$ cat config.mk
export PLATFORM = sky130hd
export DESIGN_NAME = mul_div_unit
export DESIGN_NICKNAME = d
export VERILOG_FILES = /design/src/rtl/mul_div_unit.sv
export SDC_FILE = /design/constraint.sdc
export NUM_CORES = 1
export LEC_CHECK = 0
export CAP_MARGIN = 20
export CORE_MARGIN = 4
export CORE_UTILIZATION = 30
export CTS_CLUSTER_SIZE = 14
export DETAILED_ROUTE_END_ITERATION = 8
export GPL_TIMING_DRIVEN = 0
export PLACE_DENSITY_LB_ADDON = 0.1
export SLEW_MARGIN = 40
export SYNTH_ARGS = -nofsm -noshare
export SYNTH_HDL_FRONTEND = slang
export SYNTH_SLANG_ARGS = --single-unit
$ cat constraint.sdc
create_clock -name clk -period 3.1 [get_ports clk]
set_clock_uncertainty 0.2 [all_clocks]
set_input_delay 0.62 -clock clk [delete_from_list [all_inputs] [get_ports clk]]
set_output_delay 0.62 -clock clk [all_outputs]
set_load 0.02 [all_outputs]
$ cat src/rtl/mul_div_unit.sv
// Multi-cycle multiply/divide unit: shift-add MULT and restoring DIV, one bit per clock, results in HI/LO.
// Optional macro MULDIV_SIGNED_EN selects two's-complement operands (magnitudes internally, sign fix at load).
module mul_div_unit #(
    parameter int WIDTH = 32
) (
    input  logic             clk,
    input  logic             rst_n,
    input  logic             start,
    input  logic [2:0]       ALU_aluOp,
    input  logic [WIDTH-1:0] a,
    input  logic [WIDTH-1:0] b,
    output logic             busy,
    output logic             done,
    output logic             div0,
    output logic [WIDTH-1:0] hi,
    output logic [WIDTH-1:0] lo
);

    localparam logic [2:0] OP_MULT = 3'b111;
    localparam logic [2:0] OP_DIV  = 3'b101;
    localparam int         CW      = (WIDTH > 1) ? $clog2(WIDTH) : 1;

    typedef enum logic [1:0] {
        S_IDLE = 2'd0,
        S_MUL  = 2'd1,
        S_DIV  = 2'd2,
        S_DONE = 2'd3
    } state_e;

    state_e             state_q, state_d;
    logic [CW-1:0]      cnt_q, cnt_d;
    logic [2*WIDTH-1:0] work_q, work_d;
    logic [WIDTH-1:0]   opb_q, opb_d;
    logic [WIDTH-1:0]   dvd_q, dvd_d;
    logic [WIDTH-1:0]   hi_q, hi_d;
    logic [WIDTH-1:0]   lo_q, lo_d;
    logic               div0_q, div0_d;

    logic               accept;
    logic               last_iter;
    logic [WIDTH-1:0]   a_mag, b_mag;
    logic [WIDTH:0]     mul_sum;
    logic [2*WIDTH-1:0] mul_next;
    logic [WIDTH:0]     div_trial;
    logic               div_ge;
    logic [WIDTH-1:0]   div_sub;
    logic [2*WIDTH-1:0] div_next;
    logic [2*WIDTH-1:0] prod_fin;
    logic [WIDTH-1:0]   quot_fin, rem_fin;

    assign accept    = (state_q == S_IDLE) && start &&
                       ((ALU_aluOp == OP_MULT) || (ALU_aluOp == OP_DIV));
    assign last_iter = (cnt_q == CW'(WIDTH - 1));

    // MULT: work = {partial product, remaining multiplier bits}; add then shift right.
    assign mul_sum  = {1'b0, work_q[2*WIDTH-1:WIDTH]} + (work_q[0] ? {1'b0, opb_q} : '0);
    assign mul_next = {mul_sum, work_q[WIDTH-1:1]};

    // DIV: work = {partial remainder, dividend bits shifting out MSB first / quotient shifting in}.
    assign div_trial = {work_q[2*WIDTH-1:WIDTH], work_q[WIDTH-1]};
    assign div_ge    = (div_trial >= {1'b0, opb_q});
    assign div_sub   = div_trial[WIDTH-1:0] - opb_q;
    assign div_next  = div_ge ? {div_sub, work_q[WIDTH-2:0], 1'b1}
                              : {div_trial[WIDTH-1:0], work_q[WIDTH-2:0], 1'b0};

`ifdef MULDIV_SIGNED_EN
    logic a_neg, b_neg;
    logic neg_res_q, neg_rem_q;

    assign a_neg = a[WIDTH-1];
    assign b_neg = b[WIDTH-1];
    assign a_mag = a_neg ? ('0 - a) : a;
    assign b_mag = b_neg ? ('0 - b) : b;

    // Sign correction is folded into the result-load edge.
    assign prod_fin = neg_res_q ? ('0 - mul_next) : mul_next;
    assign quot_fin = neg_res_q ? ('0 - div_next[WIDTH-1:0]) : div_next[WIDTH-1:0];
    assign rem_fin  = neg_rem_q ? ('0 - div_next[2*WIDTH-1:WIDTH]) : div_next[2*WIDTH-1:WIDTH];

    always_ff @(posedge clk or negedge rst_n) begin
        if (!rst_n) begin
            neg_res_q <= 1'b0;
            neg_rem_q <= 1'b0;
        end else if (accept) begin
            neg_res_q <= a_neg ^ b_neg;
            neg_rem_q <= a_neg;
        end
    end
`else
    assign a_mag    = a;
    assign b_mag    = b;
    assign prod_fin = mul_next;
    assign quot_fin = div_next[WIDTH-1:0];
    assign rem_fin  = div_next[2*WIDTH-1:WIDTH];
`endif

    always_comb begin
        state_d = state_q;
        cnt_d   = cnt_q;
        work_d  = work_q;
        opb_d   = opb_q;
        dvd_d   = dvd_q;
        hi_d    = hi_q;
        lo_d    = lo_q;
        div0_d  = 1'b0;
        case (state_q)
            S_IDLE: begin
                if (accept) begin
                    cnt_d = '0;
                    dvd_d = a;
                    if (ALU_aluOp == OP_MULT) begin
                        state_d = S_MUL;
                        work_d  = {{WIDTH{1'b0}}, b_mag};
                        opb_d   = a_mag;
                    end else begin
                        state_d = S_DIV;
                        work_d  = {{WIDTH{1'b0}}, a_mag};
                        opb_d   = b_mag;
                    end
                end
            end
            S_MUL: begin
                work_d = mul_next;
                cnt_d  = cnt_q + CW'(1);
                if (last_iter) begin
                    state_d = S_DONE;
                    hi_d    = prod_fin[2*WIDTH-1:WIDTH];
                    lo_d    = prod_fin[WIDTH-1:0];
                end
            end
            S_DIV: begin
                work_d = div_next;
                cnt_d  = cnt_q + CW'(1);
                if (last_iter) begin
                    state_d = S_DONE;
                    if (opb_q == '0) begin
                        lo_d   = '1;
                        hi_d   = dvd_q;
                        div0_d = 1'b1;
                    end else begin
                        lo_d = quot_fin;
                        hi_d = rem_fin;
                    end
                end
            end
            S_DONE:  state_d = S_IDLE;
            default: state_d = S_IDLE;
        endcase
    end

    always_ff @(posedge clk or negedge rst_n) begin
        if (!rst_n) begin
            state_q <= S_IDLE;
            cnt_q   <= '0;
            work_q  <= '0;
            opb_q   <= '0;
            dvd_q   <= '0;
            hi_q    <= '0;
            lo_q    <= '0;
            div0_q  <= 1'b0;
        end else begin
            state_q <= state_d;
            cnt_q   <= cnt_d;
            work_q  <= work_d;
            opb_q   <= opb_d;
            dvd_q   <= dvd_d;
            hi_q    <= hi_d;
            lo_q    <= lo_d;
            div0_q  <= div0_d;
        end
    end

    assign busy = (state_q == S_MUL) || (state_q == S_DIV);
    assign done = (state_q == S_DONE);
    assign div0 = div0_q;
    assign hi   = hi_q;
    assign lo   = lo_q;

endmodule

== Word level (Yosys, flattened, before mapping) ==
Index checks and enable logic that the tools add are counted.

* Output and inout bits: 67
* Register bits after elaboration: 200
* ROM bits: 0
* Latch bits: 0
* RAM bits: 0
* Input port bits: 70
* Memories kept: 0

* Shift operators: 0
* Multipliers: 0
* $lt $le $gt $ge: 1
* Multiplexer cells: 23
* Divide/modulo/power cells: 0
* Eq/ne operators: 10
* Add/subtract/negate cells: 3
* Bitwise operators: 0
* Reduce and logical (&&, ||, !) cells: 15

{| class="wikitable"
|+ Operator list
! operator !! count
|-
| $mux 32 || 9
|-
| $pmux 64 s3 || 1
|-
| $mux 64 || 2
|-
| $pmux 32 s2 || 2
|-
| $add 32x32->33 || 1
|-
| $ge 33x32->1 || 1
|-
| $logic_not 32->1 || 1
|-
| $sub 32x32->32 || 1
|-
| $pmux 5 s2 || 1
|-
| $reduce_and 2->1 || 4
|-
| $eq 3x3->1 const B || 2
|-
| $mux 2 || 3
|-
| $ne 2x2->1 const B || 3
|-
| $pmux 2 s3 || 1
|-
| $add 5x1->5 const B || 1
|-
| $eq 5x5->1 const B || 1
|-
| $mux 5 || 1
|-
| $eq 2x2->1 const B || 2
|-
| $reduce_bool 2->1 || 2
|-
| $mux 1 || 3
|-
| $reduce_and 3->1 || 1
|-
| $reduce_bool 3->1 || 1
|-
| $eq 2x1->1 const B || 1
|-
| $logic_and 1x1->1 || 2
|-
| 4 further kinds || 5
|}

== Logic depth before layout (Yosys ltp) ==
Gate-level depths: netlist of the first run.

* Depth in word-level cells: 5
* Mapped depth: 14
* Depth with buffers taken out: 13

== Worst setup path after synthesis of the first run ==
No wires, ideal clock.

* Path kind: reg-to-reg
* Start: reg work_q[0]
* End: reg work_q[63]
* Cell stages (with the launch flop): 15
* Data required time: 2796 ps
* Slack: -314 ps
* Arrival time: 3110 ps
* Cells stage by stage: dfrtp_1 -> clkbuf_1 -> and2_1 -> ha_1 -> inv_1 -> fa_1 -> nor2b_1 -> o2111ai_1 -> a311oi_2 -> nor3b_2 -> o31a_1 -> o21a_1 -> nor4b_1 -> nand2_1 -> o311ai_1

* Longest elaborated chain between the ends: 3

{| class="wikitable"
|+ RTL lines
! element !! RTL line !! RTL
|-
| start, declared || 32 || <nowiki>logic [2*WIDTH-1:0] work_q, work_d;</nowiki>
|-
| start signal, assigned || 164 || <nowiki>work_q <= work_d;</nowiki>
|-
| $mux 32 || 56 || <nowiki>assign mul_sum = {1'b0, work_q[2*WIDTH-1:WIDTH]} + (work_q[0] ? {1'b0, opb_q} : '0);</nowiki>
|-
| $add 32x32->33 || 56 ||
|-
| $pmux 64 s3 || 106 || <nowiki>case (state_q)</nowiki>
|}

No other way between the ends.
A chain may end at the register's enable or synchronous reset.

== Worst setup path in the final report of the first run ==
Ends and elaborated chain as after synthesis.

==> results of run 1 <==
[registers in the layout, summed over array words and instances (netlist names)]
register,cells
div0,1
hi,32
opb_q,32
state_q,2
work_q,64
cnt_q,5
lo,32
dvd_q,32
[final cells by class]
type,instances,share of cell area [%]
Buffer,101,3.034
Clock buffer,17,2.177
Clock inverter,15,0.8194
Inverter,50,0.9602
Multi-Input combinational cell,1295,50.39
Sequential cell,200,25.89
Tap cell,600,3.841
Timing Repair Buffer,263,12.89
[worst max-delay path, stage by stage (launching register included)]
cell and delay [ns]:
sky130_fd_sc_hd__dfrtp_2 0.43, sky130_fd_sc_hd__clkbuf_16 0.15, sky130_fd_sc_hd__and2_4 0.13, sky130_fd_sc_hd__ha_4 0.12
sky130_fd_sc_hd__inv_2 0.03, sky130_fd_sc_hd__fa_2 0.36, sky130_fd_sc_hd__nor2b_4 0.16, sky130_fd_sc_hd__o2111ai_4 0.16
sky130_fd_sc_hd__a311oi_2 0.26, sky130_fd_sc_hd__buf_4 0.18, sky130_fd_sc_hd__nor3b_4 0.06, sky130_fd_sc_hd__o31a_1 0.30
sky130_fd_sc_hd__o21a_4 0.27, sky130_fd_sc_hd__nor4b_4 0.34, sky130_fd_sc_hd__nand2_1 0.11, sky130_fd_sc_hd__o311ai_2 0.10
[timing repair]
item,in CTS,in global routing
resized for setup,259,155
hold buffers,1,0
gates cloned,3,0
endpoints found under the setup margin,77,102
pin swaps,65,56
buffers inserted,88,33
hold endpoints to repair,36,0
[Yosys cell counts (6+ instances only)]
cell                         n
sky130_fd_sc_hd__o21bai_1    9
sky130_fd_sc_hd__xor2_1     21
sky130_fd_sc_hd__nand2b_1    7
sky130_fd_sc_hd__buf_2      11
sky130_fd_sc_hd__o221ai_1   10
sky130_fd_sc_hd__a21o_1     25
sky130_fd_sc_hd__nor4_1     10
sky130_fd_sc_hd__buf_1      15
sky130_fd_sc_hd__dfrtp_1   200
sky130_fd_sc_hd__ha_1       70
sky130_fd_sc_hd__o211ai_1   17
sky130_fd_sc_hd__clkbuf_1   75
sky130_fd_sc_hd__nand2_1   206
sky130_fd_sc_hd__nor3_1     16
sky130_fd_sc_hd__a211oi_1    7
sky130_fd_sc_hd__nand3_1    23
sky130_fd_sc_hd__o21ai_1    29
sky130_fd_sc_hd__xnor2_1    31
sky130_fd_sc_hd__nor2b_1     8
sky130_fd_sc_hd__a21oi_1   132
sky130_fd_sc_hd__nand4_1    21
sky130_fd_sc_hd__a22oi_1    52
sky130_fd_sc_hd__mux2i_1    47
sky130_fd_sc_hd__a221o_1    13
sky130_fd_sc_hd__o21a_1     11
sky130_fd_sc_hd__nor2_1    136
sky130_fd_sc_hd__mux2_2     64
sky130_fd_sc_hd__o31a_1      6
sky130_fd_sc_hd__and2_1     34
sky130_fd_sc_hd__o21ai_0   195
sky130_fd_sc_hd__buf_4       9
sky130_fd_sc_hd__and3_1     11
sky130_fd_sc_hd__inv_1      50
[report_power, final]
group	leakage, nW	switching, mW	internal, mW	total [mW]
logic	5.21	8.66	6.63	15.3
registers	2.56	1.26	3.54	4.79
clock network	0.286	1.22	1.15	2.37
[kinds of logic (layout without fill, tap and decap cells)]
family / count (synthesis) / in the layout / share of synthesized area, %
AOI/OAI and AO/OA: 562 / 562 / 24.83
and+or+nand+nor: 498 / 498 / 16.23
DFF: 200 / 200 / 35.74
buffers and inverters: 164 / 446 / 4.897
muxes: 111 / 111 / 8.507
adders and majority gates: 72 / 72 / 6.541
xor gates and xnor gates: 52 / 52 / 3.253
[stage by stage]
stage | instance area, um^2 | worst slack [ns] | total power, mW
final | 19550 | -0.3768 | 22.45
after global placement | 16150 | -8.215 | 15.50
after floorplan | 14040 | -0.1224 | 11.76
after global routing | 19550 | -0.4779 | 23.87
after detailed placement | 16250 | -1.103 | 15.58
after CTS | 18690 | -0.3575 | 20.82
[metal layers]
metal / share of wire, % / vias to the layer above / GRT usage [%]
met5: 0 / - / 0
met4: 1.9 / 0 / 5.488
met3: 4.9 / 67 / 3.276
met2: 47 / 442 / 39.51
met1: 46 / 7064 / 33.51
li1: - / 6547 / -
[worst paths after layout]
kind,endpoint,slack [ns],cells after the start
setup reg to reg,work_q[63],-0.38,15
max in group asynchronous,opb_q[26],1.26,4
setup / recovery,work_q[63],-0.38,15
hold / removal,lo[2],0.29,2
min in group asynchronous,work_q[4],0.41,2
hold reg to reg,lo[2],0.29,2
[layout by cell type (no fill, tap or decap), types with 11 or more instances in the layout]
cell / count
sky130_fd_sc_hd__a21oi_1: 101
sky130_fd_sc_hd__and2_1: 25
sky130_fd_sc_hd__ha_1: 26
sky130_fd_sc_hd__nand3_1: 18
sky130_fd_sc_hd__buf_6: 20
sky130_fd_sc_hd__nand2_1: 197
sky130_fd_sc_hd__buf_1: 14
sky130_fd_sc_hd__nor2_1: 126
sky130_fd_sc_hd__o21ai_2: 16
sky130_fd_sc_hd__o21ai_0: 171
sky130_fd_sc_hd__clkdlybuf4s50_1: 135
sky130_fd_sc_hd__a21oi_2: 22
sky130_fd_sc_hd__dfrtp_2: 45
sky130_fd_sc_hd__a21o_1: 25
sky130_fd_sc_hd__mux2i_1: 39
sky130_fd_sc_hd__clkbuf_2: 16
sky130_fd_sc_hd__clkbuf_1: 47
sky130_fd_sc_hd__nor3_1: 12
sky130_fd_sc_hd__nand4_1: 21
sky130_fd_sc_hd__mux2_2: 64
sky130_fd_sc_hd__a221o_1: 13
sky130_fd_sc_hd__dfrtp_1: 155
sky130_fd_sc_hd__buf_4: 108
sky130_fd_sc_hd__clkbuf_16: 19
sky130_fd_sc_hd__xnor2_1: 22
sky130_fd_sc_hd__o211ai_1: 17
sky130_fd_sc_hd__ha_4: 34
sky130_fd_sc_hd__xor2_1: 17
sky130_fd_sc_hd__a22oi_1: 50
sky130_fd_sc_hd__a21oi_4: 11
sky130_fd_sc_hd__o21ai_1: 30
sky130_fd_sc_hd__inv_1: 41
==> results by stage, run 1 <==
Clock tree:
- Clock-pin slew was measured on the worst setup and hold paths at around 0.080 ns.
- In this run the clock root is driven by a sky130_fd_sc_hd__clkbuf_16.
- At the later pin of the worst-skew pair, clock insertion delay measures 0.48 ns.
- Clock tree synthesis found a total of 200 sinks.
- The maximum number of buffers from clock root to sink is 2.
- The level count of the clock H-tree is 4.
- The number of CTS-inserted buffers is 17.
- TritonCTS built the clock tree.

STA:
- Headroom to the max-slew limit came out at 43.07%.
- On the final layout, the worst hold slack is 0.2921 ns.
- The post-route setup TNS is -6.006 ns.
- Setup repair after global routing could not meet its margin everywhere.
- The smallest clock period supported by the final layout is computed as around 3.5 ns.
- The share of the clock period used by the worst path after layout is 112.2%.
- The peak clock frequency supported by timing is about 290 MHz.
- For the pin with the worst max-slew slack, the measured transition is 0.8540 ns.
- The number of slew-limit violations in the final report is 0.
- The number of hold violations in the final report is 0.
- The final setup slack of the worst path is -0.3768 ns.
- Setup violations remaining at the end of the flow were counted as 34.

Cells and area:
- The non-filler instance count after layout is around 2500.
- The multi-input combinational cells in the finished layout cover a total of ~10000 um^2.
- Cells fill a little over two fifths of the core in the end.
- After filler insertion, the fill cell instance count of the layout stands at 4519.
- From synthesis to final layout, the design area changed by 39.59%.
- The layout cell share with drive strength beyond 1 is 27.05%.
- The repair_antennas step left the layout with diodes totalling 0.
- The number of nets at the end of the flow is 2070.
- Across the whole layout, storage elements account for between 5000 and 6000 um^2.

Logic synthesis:
- The proportion of synthesized chip area in sequential cells is 35.74%.
- The biggest area contributor in the post-synthesis netlist is sky130_fd_sc_hd__dfrtp_1.
- The number of nets handed over by synthesis was 1801.
- The area of the mapped netlist is 14000 um^2.
- The post-synthesis cell type count is 80.
- The mean area per synthesized cell is 8.440 um^2.
- For this run, asynchronously set or reset flops after synthesis account for 100.0%.
- The count of flip-flops with a built-in enable after synthesis is 0.
- The most used flip-flop cell after synthesis is sky130_fd_sc_hd__dfrtp_1.
- The share of Yosys cell area claimed by the top area cell type is approximately 36%.
- The yosys synthesis warning count is 0.
- The synthesized design contains 200 register bits.
- Ranked by total cell area, the synthesized netlist is headed by sky130_fd_sc_hd__dfrtp_1 (36%), sky130_fd_sc_hd__o21ai_0 (7.0%), sky130_fd_sc_hd__ha_1 (6.3%), sky130_fd_sc_hd__nand2_1 (5.5%), sky130_fd_sc_hd__mux2_2 (5.1%).
- Counting every instance in the synthesized netlist gives 1659.

Floorplanning:
- The floorplan step defined a die boundary enclosing 50190 um^2.
- The die is 224.0 um wide.
- The number of standard-cell rows in the floorplan is 78.
- In this run the vertical extent of the chip is 224.0 um.
- The effective utilization at floorplan is around 31%.
- Pin placement for this block handled 137 I/O pins.
- The core region is ~46000 um^2.

Min path:
- The startpoint identified for the worst hold timing path is lo[2].
- The worst hold path belongs to the class reg2reg.

Place:
- The detailed placer's ending HPWL is 45890 um.
- The total instance count after detailed placement is approximately 2400.
- The count of buffers added on input and output ports is 136.
- The final RePlAce weighted congestion is 0.9145.

Setup path:
- The critical path starts at work_q[0].
- The startpoint of the lowest-slack register-to-register path is work_q[0].
- In this run the worst path has a maximum fanout of 4.
- The startpoint type of the worst setup path is a flop.
- STA classifies the critical path endpoint as a flop.
- The worst setup path is of the reg2reg kind.
- The required arrival time at the worst endpoint is 3.28 ns.
- The data arrival time at the worst-slack endpoint is 3.66 ns.

Global routing:
- The overall fraction of global-route tracks in use is 23.94%.
- The first global-routing pass estimated just over 90000 um of wire.
- The number of global-route vias before repair is 14190.
- The maximum number of pins on one net before global-route repair is 66.
- The initial antenna violation count is 1.
- After global routing the overflow that remains totals 0.

Status:
- The run finished, with violations left.
- The final reports fail on setup timing.

Detailed routing:
- After detailed routing, the number of vias per cell comes to 5.557.
- The average wire per standard cell is approximately 24 um.
- The detail route stage leaves a number of antenna-violating nets equal to 0.
- The number of violations reported at the end of detailed-routing iteration 0 is between 1000 and 1500.
- The length of the first detailed-routing pass in iterations is 6.
- The aggregate routed wire length is about 60000 um.
- The number of vias after detailed routing is 14120.
- The final routed DRC violation total is 0.

Flow run:
- Across the run, the number of max-cap violations was 0.

Power and ir drop:
- Summed over all cells, the static leakage comes to 8.062 nW.
- Power spread over the standard cell area amounts to 1148 nW/um^2.
- The highest ir drop seen on vdd is 0.0005111 V.
Note: power is estimated with default switching activity, not from simulation.
==> run 2: changes to the inputs <==
Settings changed: SLEW_MARGIN 40 to 20.
Clock period 3.1 ns to 3.6 ns, I/O delays scaled along.
==> results by stage, run 2 (synthesis gave the netlist of run 1 again) <==
Power and ir drop:
- The leakage power is 7.386 nW (-8.4%).
- The power share of the sequential group was 24.3% (+2.9 points).
- The share of total power in the clock network is 13.4% (+2.9 points).
- The power density over the cells is 958.7 nW/um^2 (-17%).
- The fraction of power spent switching nets came to 50.89% (+1.3 points).
- The highest ir drop seen on vdd is 0.0003288 V (-36%).
- The design internal power is 8.237 mW (-27%).
- The net switching power figure was 8.534 mW (-23%).
- The power share of the combinational group is 62.4% (-5.7 points).

Min path:
- The startpoint identified for the worst hold timing path is lo[29].
- The worst hold path terminates at lo[29].
- The worst hold path class is reg2reg.
- The instance count along the most critical hold path was 2 (unchanged).

Global routing:
- The wire length of the first global-routing pass is 87490 um (-4.6%).
- The initial antenna violation count is 0 (-1).
- The maximum number of pins on one net before global-route repair came to 84 (+27%).
- The global-route congestion overflow total came to 0 (unchanged).
- The overall fraction of global-route tracks in use is 22.93% (-1.0 points).
- The number of global-route vias before repair is 13490 (-4.9%).

Setup path:
- The endpoint of the most critical register-to-register path is hi[29].
- The worst reg-to-reg setup slack came to 0.08 ns (+0.45 ns).
- The cell depth of the worst flop-to-flop path was 15 (unchanged).
- The required arrival time at the worst endpoint is 3.71 ns (+0.43 ns).
- The source of the critical timing path is work_q[0].
- The data arrival time at the worst-slack endpoint is 3.63 ns (-0.03 ns).
- The category of the worst setup path capture point is a flop.
- Among all stages on the critical path, the largest delay is contributed by sky130_fd_sc_hd__fa_2.
- The cell family contributing the most delay on the critical path is compound AO/OA/AOI/OAI gates.
- The startpoint of the lowest-slack register-to-register path is work_q[0].
- STA classifies the critical path startpoint as a flop.
- The signal on the critical path passes through clkbuf_16 -> and2_1 -> ha_2 -> inv_1 -> fa_2 -> nor2b_4 -> o2111ai_2 -> a311oi_2 -> buf_4 -> nor3b_4 -> o31a_1 -> o21a_4 -> nand2b_1 -> a21oi_2 -> o221ai_1.
- The critical path buffer and inverter count is 3 (unchanged).
- The setup path with the least slack is of type reg2reg.
- The delay contributed by the slowest stage of the critical path is 0.43 ns (about the same).
- The critical-path maximum fanout was 4 (unchanged).

Detailed routing:
- The remaining antenna violation count was 0 (unchanged).
- The length of the first detailed-routing pass in iterations is 5 (-1).
- The final routed DRC violation total came to 0 (unchanged).
- The aggregate routed wire length is 59100 um (-3.6%).
- The number of vias after detailed routing is 13420 (-5.0%).
- The detailed-route vias per instance is 5.491 (-1.2%).
- The average wire per standard cell is 24.18 um (+0.27%).
- The number of violations reported at the end of detailed-routing iteration 0 was 1124 (-20%).

Cells and area:
- The flip-flop count of the largest register after layout is 64 (unchanged).
- The commonest non-fill, non-tap cell in the layout is sky130_fd_sc_hd__nand2_1.
- Leaving out fill and tap cells, the most frequent cells in the layout are sky130_fd_sc_hd__nand2_1 (206), sky130_fd_sc_hd__dfrtp_1 (189), sky130_fd_sc_hd__o21ai_0 (188).
- The final standard cell utilization of the core came to 38.22% (-4.5 points).
- The register containing the most flip-flops in the final layout is work_q.
- The layout overhead on the synthesized area is 24.94%.
- The finished layout cell area was 17490 um^2 (-10%).
- The number of nets at the end of the flow is 1973 (-4.7%).
- The layout cell share with drive strength beyond 1 came to 12.32% (-15 points).

STA:
- The number of hold violations in the final report is 0 (unchanged).
- The share of the clock period used by the worst path after layout is 97.87% (-14 points).
- The post-route setup TNS is 0 ns (+6.006 ns).
- The peak clock frequency supported by timing is 283.8 MHz (-1.3%).
- The relative slew slack was 34.20% (-8.9 points).
- The number of slew-limit violations in the final report is 0 (unchanged).
- The worst-margin pin slew is 0.9869 ns (+0.1330 ns).
- The final setup violation count is 0 (-100%).
- The final setup slack of the worst path is 0.07681 ns (+0.4536 ns).
- The worst slack on hold paths is 0.2888 ns (-0.003246 ns).
- The shortest clock period the worst path allows after layout is 3.523 ns (+0.04635 ns).
- Setup repair after global routing could not meet its margin everywhere.

Clock tree:
- The maximum number of buffers from clock root to sink is 2 (unchanged).
- The clock edge transition at the registers on the reported setup and hold paths is 0.08 ns (about the same).
- The clock insertion delay at the later pin of the skew report is 0.46 ns (-0.02 ns).
- The TritonCTS clock tree is built.
- The number of CTS-inserted buffers is 17 (unchanged).
- The level count of the clock H-tree is 4 (unchanged).
- The number of clock sinks is 200 (unchanged).
- The root buffer cell chosen for the clock tree is sky130_fd_sc_hd__clkbuf_16.

Floorplanning:
- The total I/O pin count was 137 (unchanged).
- The die extent in x is 224.0 um (unchanged).
- The effective utilization at floorplan is 30.59% (unchanged).
- The number of standard-cell rows in the floorplan is 78 (unchanged).
- The die boundary height is 224.0 um (unchanged).
- The floorplan die area is 50190 um^2 (unchanged).
- The area of the core is 45770 um^2 (unchanged).

Place:
- The detailed placer's ending HPWL was 45690 um (-0.42%).
- The cell area after placement is 16180 um^2 (-0.44%).
- The final RePlAce weighted congestion is 0.9444 (+3.3%).
- The number of buffer cells added on primary ports is 136 (unchanged).
- The setup slack after placement is -1.025 ns (+0.07841 ns).

Flow run:
- The number of max-capacitance violations reported was 0 (unchanged).

Status:
- The run finished with clean final reports.
[run 2: changes by cell type in the layout (fill, tap and decap cells not counted), moves of 22 or more]
cell	before	now
sky130_fd_sc_hd__buf_4	108	28
sky130_fd_sc_hd__dfrtp_1	155	189
sky130_fd_sc_hd__dfrtp_2	45	11
sky130_fd_sc_hd__ha_1	26	60
sky130_fd_sc_hd__ha_4	34	7
sky130_fd_sc_hd__a21oi_1	101	123
[run 2: how the worst max path moves through the flow]
stage                 end  slack [ns]  cells after the start
2_1_floorplan  work_q[63]        0.19                     14
3_3_place_gp         div0       -7.71                      1
3_5_place_dp   work_q[63]       -1.02                     14
4_1_cts        work_q[62]       0.001                     14
5_1_grt            hi[29]       -0.03                     15
6_report           hi[29]        0.08                     15
[run 2: timing repair]
action | in CTS | in global routing
cloned | 0 | 0
endpoints found under the hold margin | 41 | 0
setup buffers | 11 | 9
pin swaps | 17 | 23
hold buffers | 1 | 0
setup endpoints to repair | 66 | 49
gates resized for setup | 65 | 51
[run 2: through the flow]
step	power, mW	instances
after CTS	16.27	2438
after floorplan	10.10	1659
final	16.77	2444
after global placement	13.47	2395
after global routing	17.91	2443
after detailed placement	13.49	2397
[run 2: power groups by stage]
stage               registers (mW)  clock network [mW]  logic, mW
finish                        4.07                2.24       10.5
global route                  4.15                2.36       11.4
CTS                           4.03                2.29       9.95
detailed placement            4.07                   0       9.42
global placement              4.07                   0       9.40
floorplan                     3.60                   0       6.50
[run 2: metal layers]
metal	GRT usage (%)	wire (um)	up-vias
met1	32.10	27750	6646
met5	0	0	-
met2	37.76	27700	367
li1	-	-	6353
met4	5.806	1195	0
met3	2.844	2446	53
[run 2: worst register-to-register path, cell delays in order, from the launching register on]
cell and delay [ns]:
sky130_fd_sc_hd__dfrtp_2 0.42, sky130_fd_sc_hd__clkbuf_16 0.15, sky130_fd_sc_hd__and2_1 0.12, sky130_fd_sc_hd__ha_2 0.20, sky130_fd_sc_hd__inv_1 0.07, sky130_fd_sc_hd__fa_2 0.43, sky130_fd_sc_hd__nor2b_4 0.15, sky130_fd_sc_hd__o2111ai_2 0.14
sky130_fd_sc_hd__a311oi_2 0.26, sky130_fd_sc_hd__buf_4 0.17, sky130_fd_sc_hd__nor3b_4 0.06, sky130_fd_sc_hd__o31a_1 0.28, sky130_fd_sc_hd__o21a_4 0.24, sky130_fd_sc_hd__nand2b_1 0.15, sky130_fd_sc_hd__a21oi_2 0.19, sky130_fd_sc_hd__o221ai_1 0.15
[run 2: layout make-up]
| type | count | area (um^2) |
|---|---|---|
| Buffer | 108 | 544.3 |
| Antenna cell | 1 | 2.502 |
| Clock inverter | 12 | 222.7 |
| Fill cell | 4780 | 28280 |
| Tap cell | 600 | 750.7 |
| Inverter | 50 | 187.7 |
| Clock buffer | 19 | 432.9 |
| Timing Repair Buffer | 159 | 1594 |
| Sequential cell | 200 | 5019 |
| Multi-Input combinational cell | 1295 | 8741 |
==> run 3: changes to the inputs <==
Clock period 3.6 ns to 4.55 ns, I/O delays scaled along.
==> results by stage, run 3 (synthesis gave the netlist of run 1 again) <==
Status:
- The flow ran to the end, and the final reports show no timing, DRC or antenna violations.

Setup path:
- The worst register-to-register path ends at hi[29].
- The critical path is of the reg2reg type.
- The depth of the critical timing path with buffers and inverters included was 14 (-1).
- The worst reg-to-reg setup slack is 0.22 ns (+0.14 ns).
- The data arrival time at the worst-slack endpoint is 4.44 ns (+0.81 ns).
- Walking the worst path, the cells encountered are clkbuf_2 -> and2_1 -> ha_1 -> inv_1 -> fa_1 -> nor2b_1 -> o2111ai_1 -> a311oi_2 -> nor3b_2 -> o31a_1 -> o21a_1 -> nand2b_1 -> a21oi_1 -> o221ai_1.
- The startpoint of the lowest-slack register-to-register path is work_q[0].
- The startpoint type of the worst setup path is a flop.
- The cell depth of the worst flop-to-flop path is 14 (-1).
- The category of the worst setup path capture point is a flop.
- The cell family contributing the most delay on the critical path is compound AO/OA/AOI/OAI gates.
- Among all stages on the critical path, the largest delay is contributed by sky130_fd_sc_hd__dfrtp_1.
- The critical-path maximum fanout was 10 (+6).
- The delay contributed by the slowest stage of the critical path was 0.58 ns (+0.15 ns).
- The required arrival time at the worst endpoint came to 4.66 ns (+0.95 ns).
- The capture point of the critical path is hi[29].
- The critical path buffer and inverter count was 2 (-1).
- The source of the critical timing path is work_q[0].

Floorplanning:
- The total I/O pin count was 137 (unchanged).
- The effective utilization at floorplan came to 30.59% (unchanged).
- The area of the core came to 45770 um^2 (unchanged).
- The die extent in x is 224.0 um (unchanged).
- The die boundary height is 224.0 um (unchanged).
- The floorplan die area is 50190 um^2 (unchanged).
- The number of standard-cell rows in the floorplan is 78 (unchanged).

Global routing:
- The number of global-route vias before repair is 13330 (-1.1%).
- The global-route congestion overflow total was 0 (unchanged).
- The overall fraction of global-route tracks in use is 22.81% (-0.12 points).
- The wire length of the first global-routing pass came to 86970 um (-0.60%).
- The maximum number of pins on one net before global-route repair is 84 (unchanged).
- The initial antenna violation count is 1 (+1).

STA:
- The shortest clock period the worst path allows after layout is 4.334 ns (+0.8110 ns).
- The number of slew-limit violations in the final report is 0 (unchanged).
- The peak clock frequency supported by timing came to 230.7 MHz (-19%).
- The final setup violation count came to 0 (unchanged).
- The share of the clock period used by the worst path after layout was 95.26% (-2.6 points).
- The relative slew slack was 28.49% (-5.7 points).
- Setup repair after global routing left no endpoint under its margin.
- The final setup slack of the worst path is 0.2158 ns (+0.1390 ns).
- The post-route setup TNS is 0 ns (unchanged).
- The number of hold violations in the final report was 0 (unchanged).
- The worst slack on hold paths came to 0.1302 ns (-0.1586 ns).
- The worst-margin pin slew came to 1.073 ns (+0.08564 ns).

Cells and area:
- The layout cell share with drive strength beyond 1 is 7.768% (-4.5 points).
- Leaving out fill and tap cells, the most frequent cells in the layout are sky130_fd_sc_hd__nand2_1 (206), sky130_fd_sc_hd__dfrtp_1 (200), sky130_fd_sc_hd__o21ai_0 (195).
- The number of nets at the end of the flow is 1958 (-0.76%).
- The diode insertion count for antenna repair is 0 (-1).
- The finished layout cell area is 16840 um^2 (-3.7%).
- The register containing the most flip-flops in the final layout is work_q.
- The flip-flop count of the largest register after layout is 64 (unchanged).
- The commonest non-fill, non-tap cell in the layout is sky130_fd_sc_hd__nand2_1.
- Compared with the post-synthesis result, the final layout area differs by 20.27%.

Clock tree:
- The clock edge transition at the registers on the reported setup and hold paths came to 0.08 ns (about the same).
- The number of clock sinks is 200 (unchanged).
- The level count of the clock H-tree was 4 (unchanged).
- The TritonCTS clock tree is built.
- The tree is rooted in a sky130_fd_sc_hd__clkbuf_16.
- The hold buffer count at CTS is 0 (-1).
- The number of CTS-inserted buffers is 17 (unchanged).
- The clock insertion delay at the later pin of the skew report came to 0.46 ns (about the same).
- The maximum number of buffers from clock root to sink came to 2 (unchanged).

Place:
- The detailed placer's ending HPWL came to 45690 um (unchanged).
- The cell area after placement is 16180 um^2 (unchanged).
- The setup slack after placement was -0.07485 ns (+0.9500 ns).
- The final RePlAce weighted congestion is 0.9444 (unchanged).
- The number of buffer cells added on primary ports is 136 (unchanged).

Detailed routing:
- The length of the first detailed-routing pass in iterations came to 5 (unchanged).
- The final routed DRC violation total came to 0 (unchanged).
- The remaining antenna violation count is 0 (unchanged).
- The average wire per standard cell is 24.18 um (about the same).
- The number of violations reported at the end of detailed-routing iteration 0 came to 1119 (-0.44%).
- The detailed-route vias per instance came to 5.461 (-0.53%).
- The aggregate routed wire length is 58720 um (-0.65%).
- The number of vias after detailed routing is 13260 (-1.2%).

Power and ir drop:
- The leakage power is 7.210 nW (-2.4%).
- The power density over the cells was 745.9 nW/um^2 (-22%).
- The total power is 12.56 mW (-25%).
- The highest ir drop seen on vdd is 0.0002568 V (-22%).

Flow run:
- The number of max-capacitance violations reported was 0 (unchanged).

Min path:
- The worst hold path class is in2async.
run 3: through the flow:
step,util [%],cells
2_1_floorplan,-,1659
3_3_place_gp,35.21,2395
3_5_place_dp,35.34,2397
4_1_cts,36.78,2428
5_1_grt,36.79,2428
6_report,36.79,2428
run 3: area by class of cell:
type,instances,area [um^2]
multi-input cells,1295,8320
clock buffers,19,432.9
fillers,4815,28930
well taps,600,750.7
inverters,50,187.7
clock inverters,12,222.7
repair buffers,138,1421
plain buffers,114,499.2
flip-flops and latches,200,5005
run 3: how the worst min path moves through the flow:
| stage | from | endpoint | slack [ns] |
|---|---|---|---|
| CTS | rst_n | lo[3] | 0.12 |
| floorplan | cnt_q[4] | cnt_q[4] | 0.27 |
| global placement | lo[15] | lo[15] | 0.27 |
| global route | rst_n | lo[3] | 0.14 |
| detailed placement | lo[11] | lo[11] | 0.27 |
| finish | rst_n | lo[3] | 0.13 |
run 3: repair_timing:
action | CTS | global route
setup endpoints to repair | 4 | 2
buffers inserted | 0 | 0
gates cloned | 0 | 0
resized for setup | 1 | 1
run 3: power by group:
group          switching [mW]  internal (mW)
Sequential              0.842           2.37
Clock                   0.749           1.03
Combinational            4.88           2.69
run 3: worst reg2reg max path, cell delays in order (launching register included):
cell,delay (ns)
sky130_fd_sc_hd__dfrtp_1,0.58
sky130_fd_sc_hd__clkbuf_2,0.39
sky130_fd_sc_hd__and2_1,0.19
sky130_fd_sc_hd__ha_1,0.21
sky130_fd_sc_hd__inv_1,0.07
sky130_fd_sc_hd__fa_1,0.43
sky130_fd_sc_hd__nor2b_1,0.19
sky130_fd_sc_hd__o2111ai_1,0.17
sky130_fd_sc_hd__a311oi_2,0.39
sky130_fd_sc_hd__nor3b_2,0.16
sky130_fd_sc_hd__o31a_1,0.35
sky130_fd_sc_hd__o21a_1,0.27
sky130_fd_sc_hd__nand2b_1,0.16
sky130_fd_sc_hd__a21oi_1,0.25
sky130_fd_sc_hd__o221ai_1,0.18
run 3: routing by layer:
metal / share of wire (%) / track usage (%)
met2: 46 / 37.46
met4: 2.2 / 5.687
met1: 47 / 31.99
met5: 0 / 0
met3: 4.6 / 2.948
